**config.mk**
```make
export PLATFORM = sky130hd
export DESIGN_NAME = sha256_work_feeder
export DESIGN_NICKNAME = d
export VERILOG_FILES = /design/src/rtl/sha256_pkg.sv /design/src/rtl/sha256_nonce_ctr.sv /design/src/rtl/sha256_work_feeder.sv
export SDC_FILE = /design/constraint.sdc
export NUM_CORES = 1
export LEC_CHECK = 0
export BUFFER_PORTS_ARGS = -buffer_cell sky130_fd_sc_hd__buf_2
export CAP_MARGIN = 10
export CORE_AREA = 4 4 499 501
export CTS_CLUSTER_SIZE = 12
export DETAILED_ROUTE_END_ITERATION = 10
export DIE_AREA = 0 0 503 505
export SYNTH_ARGS = -nofsm -noshare
export SYNTH_HDL_FRONTEND = slang
export SYNTH_SLANG_ARGS = --single-unit
```
**constraint.sdc**
```tcl
create_clock -name clk -period 8.1 [get_ports clk]
set_input_delay 2.025 -clock clk [delete_from_list [all_inputs] [get_ports clk]]
set_output_delay 2.025 -clock clk [all_outputs]
set_load 0.05 [all_outputs]
```
**src/rtl/sha256_pkg.sv**
```systemverilog
// Shared types and constants for the SHA-256 work feeder and the downstream nonce checker.
package sha256_pkg;

  localparam int unsigned WORD_W     = 32;
  localparam int unsigned MID_WORDS  = 8;
  localparam int unsigned TAIL_WORDS = 3;
  localparam int unsigned MID_W      = MID_WORDS * WORD_W;

  localparam logic [WORD_W-1:0] PAD_ONE_WORD    = 32'h8000_0000;
  localparam logic [WORD_W-1:0] PAD_LEN_DEFAULT = 32'h0000_0280;

  typedef enum logic [1:0] {
    IDLE   = 2'd0,
    RUN    = 2'd1,
    FINISH = 2'd2
  } state_e;

  // midstate[i] is init_i, tail[i] is chunk word i.
  typedef struct packed {
    logic [MID_WORDS-1:0][WORD_W-1:0]  midstate;
    logic [TAIL_WORDS-1:0][WORD_W-1:0] tail;
    logic [WORD_W-1:0]                 nonce_start;
    logic [WORD_W-1:0]                 nonce_end;
  } job_t;

  // Build a job from the flat port view; the flat midstate has init_0 in its top word.
  function automatic job_t pack_job(input logic [MID_W-1:0]  mid,
                                    input logic [WORD_W-1:0] w0,
                                    input logic [WORD_W-1:0] w1,
                                    input logic [WORD_W-1:0] w2,
                                    input logic [WORD_W-1:0] ns,
                                    input logic [WORD_W-1:0] ne);
    job_t j;
    for (int i = 0; i < int'(MID_WORDS); i++) begin
      j.midstate[i] = mid[MID_W-1-WORD_W*i -: WORD_W];
    end
    j.tail[0]     = w0;
    j.tail[1]     = w1;
    j.tail[2]     = w2;
    j.nonce_start = ns;
    j.nonce_end   = ne;
    return j;
  endfunction

endpackage

```
**src/rtl/sha256_nonce_ctr.sv**
```systemverilog
// Nonce sweep counter: current nonce, 33-bit step add, last/wrap detection, throttle hold.
module sha256_nonce_ctr
  import sha256_pkg::*;
#(
  parameter int unsigned NONCE_STEP = 1
) (
  input  logic              clk,
  input  logic              rst_n,
  input  logic              load,
  input  logic [WORD_W-1:0] load_start,
  input  logic [WORD_W-1:0] load_end,
  input  logic              run,
  input  logic              en,
  output logic [WORD_W-1:0] cur,
  output logic              issue_c,
  output logic              last_c,
  output logic              empty_c
);

  logic [WORD_W-1:0] end_q;
  logic [WORD_W:0]   sum_c;

  assign sum_c = {1'b0, cur} + (WORD_W+1)'(NONCE_STEP);

  // cur only exceeds the end when the range was empty from the start.
  assign empty_c = cur > end_q;
  assign last_c  = sum_c[WORD_W] || (sum_c[WORD_W-1:0] > end_q);
  assign issue_c = run && en && !empty_c;

  always_ff @(posedge clk) begin
    if (!rst_n) begin
      cur   <= '0;
      end_q <= '0;
    end else if (load) begin
      cur   <= load_start;
      end_q <= load_end;
    end else if (issue_c && !last_c) begin
      cur <= sum_c[WORD_W-1:0];
    end
  end

endmodule

```
**src/rtl/sha256_work_feeder.sv**
```systemverilog
// Job feeder for the SHA-256 pipeline: issues one padded second chunk per clock while sweeping the nonce.
// Optional one-deep job queue with no-bubble handoff: define SHA256_FEEDER_JOB_QUEUE_EN.
module sha256_work_feeder
  import sha256_pkg::*;
#(
  parameter int unsigned NONCE_STEP   = 1,
  parameter logic [31:0] PAD_LEN_WORD = PAD_LEN_DEFAULT
) (
  input  logic         clk,
  input  logic         rst_n,
  input  logic         job_valid,
  output logic         job_ready,
  input  logic [255:0] job_midstate,
  input  logic [31:0]  job_merkle_tail,
  input  logic [31:0]  job_time,
  input  logic [31:0]  job_bits,
  input  logic [31:0]  job_nonce_start,
  input  logic [31:0]  job_nonce_end,
  input  logic         en,
  input  logic         abort,
  output logic         valid_o,
  output logic [31:0]  init_0,
  output logic [31:0]  init_1,
  output logic [31:0]  init_2,
  output logic [31:0]  init_3,
  output logic [31:0]  init_4,
  output logic [31:0]  init_5,
  output logic [31:0]  init_6,
  output logic [31:0]  init_7,
  output logic [31:0]  chunk_0,
  output logic [31:0]  chunk_1,
  output logic [31:0]  chunk_2,
  output logic [31:0]  chunk_3,
  output logic [31:0]  chunk_4,
  output logic [31:0]  chunk_5,
  output logic [31:0]  chunk_6,
  output logic [31:0]  chunk_7,
  output logic [31:0]  chunk_8,
  output logic [31:0]  chunk_9,
  output logic [31:0]  chunk_10,
  output logic [31:0]  chunk_11,
  output logic [31:0]  chunk_12,
  output logic [31:0]  chunk_13,
  output logic [31:0]  chunk_14,
  output logic [31:0]  chunk_15,
  output logic [31:0]  nonce_o,
  output logic         done_o,
  output logic         aborted_o,
  output logic [63:0]  issued_cnt
);

  state_e            state;
  job_t              job_in_c;
  job_t              nxt_job_c;
  logic              accept_c;
  logic              nxt_avail_c;
  logic              load_c;
  logic              run_c;
  logic              ctr_issue_c;
  logic              ctr_last_c;
  logic              ctr_empty_c;
  logic [WORD_W-1:0] cur;
  logic              abort_q;
  logic              handoff_q;

  assign job_in_c = pack_job(job_midstate, job_merkle_tail, job_time, job_bits,
                             job_nonce_start, job_nonce_end);
  assign accept_c = job_valid && job_ready;
  assign run_c    = (state == RUN) && !abort;

`ifdef SHA256_FEEDER_JOB_QUEUE_EN
  job_t shadow_q;
  logic shadow_full;

  // A queued job wins over a fresh offer; a fresh offer bypasses the shadow when a load is due.
  assign nxt_avail_c = shadow_full || accept_c;
  assign nxt_job_c   = shadow_full ? shadow_q : job_in_c;

  always_ff @(posedge clk) begin
    if (!rst_n) begin
      shadow_q    <= '0;
      shadow_full <= 1'b0;
      job_ready   <= 1'b0;
    end else if (load_c) begin
      shadow_full <= 1'b0;
      job_ready   <= 1'b1;
    end else if (accept_c) begin
      shadow_q    <= job_in_c;
      shadow_full <= 1'b1;
      job_ready   <= 1'b0;
    end else begin
      job_ready <= !shadow_full;
    end
  end
`else
  logic idle_nxt_c;

  assign nxt_avail_c = accept_c;
  assign nxt_job_c   = job_in_c;
  assign idle_nxt_c  = (state != RUN) && !load_c;

  always_ff @(posedge clk) begin
    if (!rst_n) job_ready <= 1'b0;
    else        job_ready <= idle_nxt_c;
  end
`endif

  // Start a job from IDLE, hand off on the last issue, or pick up a waiting job after FINISH.
  always_comb begin
    load_c = 1'b0;
    case (state)
      IDLE:    load_c = nxt_avail_c;
      RUN:     load_c = ctr_issue_c && ctr_last_c && nxt_avail_c;
      FINISH:  load_c = nxt_avail_c;
      default: load_c = 1'b0;
    endcase
  end

  sha256_nonce_ctr #(
    .NONCE_STEP (NONCE_STEP)
  ) u_ctr (
    .clk        (clk),
    .rst_n      (rst_n),
    .load       (load_c),
    .load_start (nxt_job_c.nonce_start),
    .load_end   (nxt_job_c.nonce_end),
    .run        (run_c),
    .en         (en),
    .cur        (cur),
    .issue_c    (ctr_issue_c),
    .last_c     (ctr_last_c),
    .empty_c    (ctr_empty_c)
  );

  always_ff @(posedge clk) begin
    if (!rst_n) begin
      state      <= IDLE;
      valid_o    <= 1'b0;
      done_o     <= 1'b0;
      aborted_o  <= 1'b0;
      abort_q    <= 1'b0;
      handoff_q  <= 1'b0;
      issued_cnt <= '0;
      nonce_o    <= '0;
      chunk_0    <= '0;
      chunk_1    <= '0;
      chunk_2    <= '0;
      chunk_3    <= '0;
      chunk_4    <= '0;
      chunk_15   <= '0;
      init_0     <= '0;
      init_1     <= '0;
      init_2     <= '0;
      init_3     <= '0;
      init_4     <= '0;
      init_5     <= '0;
      init_6     <= '0;
      init_7     <= '0;
    end else begin
      valid_o   <= 1'b0;
      handoff_q <= 1'b0;
      // done follows FINISH by one cycle, or lands with the first issue of a handed-off job.
      done_o    <= (state == FINISH) || handoff_q;
      aborted_o <= (state == FINISH) && abort_q;

      case (state)
        IDLE: begin
          if (load_c) state <= RUN;
        end
        RUN: begin
          if (abort) begin
            state   <= FINISH;
            abort_q <= 1'b1;
          end else if (ctr_empty_c) begin
            state <= FINISH;
          end else if (ctr_issue_c) begin
            valid_o    <= 1'b1;
            nonce_o    <= cur;
            chunk_3    <= cur;
            issued_cnt <= issued_cnt + 64'd1;
            if (ctr_last_c) begin
              state     <= load_c ? RUN : FINISH;
              handoff_q <= load_c;
            end
          end
        end
        FINISH: begin
          state <= load_c ? RUN : IDLE;
        end
        default: state <= IDLE;
      endcase

      if (load_c) begin
        abort_q  <= 1'b0;
        init_0   <= nxt_job_c.midstate[0];
        init_1   <= nxt_job_c.midstate[1];
        init_2   <= nxt_job_c.midstate[2];
        init_3   <= nxt_job_c.midstate[3];
        init_4   <= nxt_job_c.midstate[4];
        init_5   <= nxt_job_c.midstate[5];
        init_6   <= nxt_job_c.midstate[6];
        init_7   <= nxt_job_c.midstate[7];
        chunk_0  <= nxt_job_c.tail[0];
        chunk_1  <= nxt_job_c.tail[1];
        chunk_2  <= nxt_job_c.tail[2];
        chunk_4  <= PAD_ONE_WORD;
        chunk_15 <= PAD_LEN_WORD;
      end
    end
  end

  // Zero padding words never change.
  assign chunk_5  = '0;
  assign chunk_6  = '0;
  assign chunk_7  = '0;
  assign chunk_8  = '0;
  assign chunk_9  = '0;
  assign chunk_10 = '0;
  assign chunk_11 = '0;
  assign chunk_12 = '0;
  assign chunk_13 = '0;
  assign chunk_14 = '0;

endmodule

```
==> impl_metrics.py <==
metrics = {
    "critical_path": {
        "cp_common_cell": "nand3_1",
        "critPathSlowestCell": "buf_4",
        "path_class": "register to register",
        "crit_chain": "nand3_1 > nor4_2 > nand3_1 > nor3_1 > nand3_1 > xnor2_1 > ha_1 > nand4_1 > nor4_1 > nand3_1 > o31a_1 > nor3_4 > o32a_2 > buf_12 > buf_4 > nand2_1 > a21oi_1",
        "crit_fanout": 161,
        "cp.required_ns": 8.67,
        "critPathTopFamily": "simple AND/OR/NAND/NOR gates",
        "critPathMaxStageDelay_ns": 0.74,
        "startpoint_type": "register",
        "timing.critical_path.buf_inv": 2,
        "arrival_ns": 6.87,
        "worst_setup_path_end_kind": "register",
    },
    "synth": {
        "ys_top_cells_by_area": "dfxtp_1, buf_4, nand2_1, a21oi_1, ha_1",
        "synthArstFlopShare_pct": 0,
        "yosysMostFrequentCell": "nand2_1",
        "synth.distinct_cells": 57,
        "syn_inst": 3029,
        "yosysWarnings": 0,
        "synth_top_area_share_pct": 43.13,
        "synth-seq-cells": 521,
        "synth_top_area_cell": "dfxtp_1",
        "synth_flop_cell": "dfxtp_1",
        "synthesis.area_per_instance_um2": 7.983,
        "seq_area_frac_synth_pct": 43.13,
        "synthTopCellsByCount": "nand2_1, dfxtp_1, a21oi_1",
        "synth_edf_count": 0,
        "syn_area_um2": 24180,
    },
    "timing": {
        "final_hold_viol_count": 0,
        "fin_crit_sh_pct": 77.75,
        "setup_viol": 0,
        "slew_headroom_pct": 19.62,
        "setup_tns_ns": 0,
        "fin_worst_skew_ns": 0.03618,
        "layout_min_cycle_time_ns": 6.297,
        "worst_slack_ns": 1.803,
        "tightest_slew_ns": 1.206,
        "fmax_ghz": 0.1588,
        "slew_viol_final": 0,
        "rsz0062_at_grt": "false",
    },
    "clocking": {
        "cts_setup_buffers": 0,
        "cts_tree": "built",
        "cts_buffer_depth": 3,
        "cts_inserted_buffers": 75,
        "htreeDepth": 3,
        "ctsHoldBuffers": 0,
        "ctsResizeCount": 0,
        "cts.sinks": 521,
        "cts-root-buf": "clkbuf_16",
        "clkTransAtPathRegs_ns": 0.06,
        "clk_latency_ns": 0.68,
    },
    "floorplanning": {
        "start_util_pct": 9.878,
        "rows": 182,
        "core-area_um2": 244800,
        "ioPinCount": 1289,
        "dieHeight_um": 505,
        "die_area_um2": 254000,
        "die_w_um": 503,
    },
    "routing": {
        "wl_met2_um": 73230,
        "via_per_inst": 3.299,
        "top_layer": "met5",
        "routedWlPerCell_um": 23.76,
        "wl_um": 169600,
        "vias": 23540,
        "wl_met1_um": 64360,
        "dr.pass1.iters": 5,
        "wl_met3_um": 26980,
        "drc": 0,
        "final_antenna_net_count": 0,
        "drt_iter0_drc": 1714,
    },
    "pwr": {
        "p_per_area_nw_per_um2": 237.9,
        "ir_drop_uv": 156.3,
        "p_leak_nw": 14.03,
    },
    "placement": {
        "place_inst": 6968,
        "portBuffers": 907,
        "gp_congestion": 0.8612,
        "hpwl_um": 142700,
        "pre_cts_ws_ns": 1.820,
        "place_area_um2": 30580,
    },
    "hold_path": {
        "min-delay-path-class": "register to register",
    },
    "grt": {
        "overflow": 0,
        "grt_pass1_wl_um": 212400,
        "antenna_found_initial": 257,
        "grt_max_degree": 162,
        "grtUsageTotal_pct": 12.65,
        "grt_pass1_vias": 21160,
    },
    "cells_and_area": {
        "area.growth.synth_to_final_pct": 37.34,
        "final_cell_count_no_fill": 7135,
        "nNetsFinal": 4312,
        "drive_gt1_share_pct": 27.61,
        "post-route-cell-area_um2": 33210,
        "utilization_pct": 13.57,
    },
    "job": {
        "cap_violations": 0,
    },
    "status": {
        "run_status": "finished clean",
    },
}
## registers in the layout, summed over array words and instances (netlist names)
register,cells
chunk_2,32
job_ready,1
chunk_1,32
init_2,32
chunk_0,32
init_3,32
handoff_q,1
done_o,1
valid_o,1
u_ctr.cur,32
state,2
init_6,32
init_5,32
u_ctr.end_q,32
init_4,32
init_7,32
init_1,32
abort_q,1
init_0,32
issued_cnt,64
nonce_o,32
aborted_o,1
chunk_15,1
## final timing paths
path              slack [ns]         end  cells past startpoint    startpoint
setup reg to reg        1.80  init_1[18]                     17  u_ctr.cur[2]
hold / removal          0.45  init_1[14]                      2    init_1[14]
hold reg to reg         0.45  init_1[14]                      2    init_1[14]
setup / recovery        1.80  init_1[18]                     17  u_ctr.cur[2]
## cell usage in the layout, fill, tap and decap left out, types with 7 or more instances in the layout
master,n
a21oi_1,463
nor3_1,10
xor2_1,53
and4_1,7
inv_1,44
diode_2,36
and3_1,18
nand3_1,70
clkbuf_8,10
and2_1,20
o21ai_0,67
dfxtp_1,521
nand2_1,810
clkbuf_1,11
nor2_1,84
buf_12,8
a31oi_1,8
conb_1,381
nand4_1,34
clkbuf_16,79
or3_1,30
ha_1,66
xnor2_1,34
mux2i_1,33
buf_4,16
clkinvlp_4,10
buf_2,907
## power by group
group,internal (mW),total [mW],switching [mW]
clock network,2.07,3.47,1.40
registers,2.69,2.78,0.0933
logic,0.328,1.65,1.32
## per-stage QoR
stage	total power, mW	hold slack, ns
floorplan	4.151	0.4161
global placement	4.504	0.4398
detailed placement	4.508	0.4434
CTS	8.095	0.4508
global route	8.258	0.4653
finish	7.900	0.4493
## worst register-to-register path: cells and delay by family (launching register included)
kind	cells	cell delay (ns)
xor gates and xnor gates	1	0.17
and+or+nand+nor	10	3.06
AOI/OAI and AO/OA	3	0.76
DFF	1	0.49
buffers and inverters	2	1.42
adders and majority gates	1	0.30
## cells by family after synthesis
group	after synthesis	synth area share, %
xor+xnor	87	3.151
fa+ha+maj	66	3.415
flops	521	43.13
compound gates	567	12.26
simple gates	1117	19.80
mux	33	1.366
buf+inv	637	16.86
other cells	1	0.01551
## area by class of cell
| cell class | count | area, um2 |
|---|---|---|
| fill | 28340 | 211600 |
| multi-input combinational | 2251 | 11120 |
| sequential | 521 | 10430 |
| timing repair buffer | 931 | 4820 |
| tap | 3220 | 4029 |
| clock buffer | 100 | 2156 |
| clock inverter | 31 | 386.6 |
| inverter | 45 | 176.4 |
| antenna | 36 | 90.09 |
## layer usage
metal	global-route usage, %	vias up
met2	19.79	1394
li1	-	10840
met1	14.34	10710
met3	8.425	441
met4	2.477	156
met5	0	-
No activity file was read; power rests on OpenSTA's default activity.
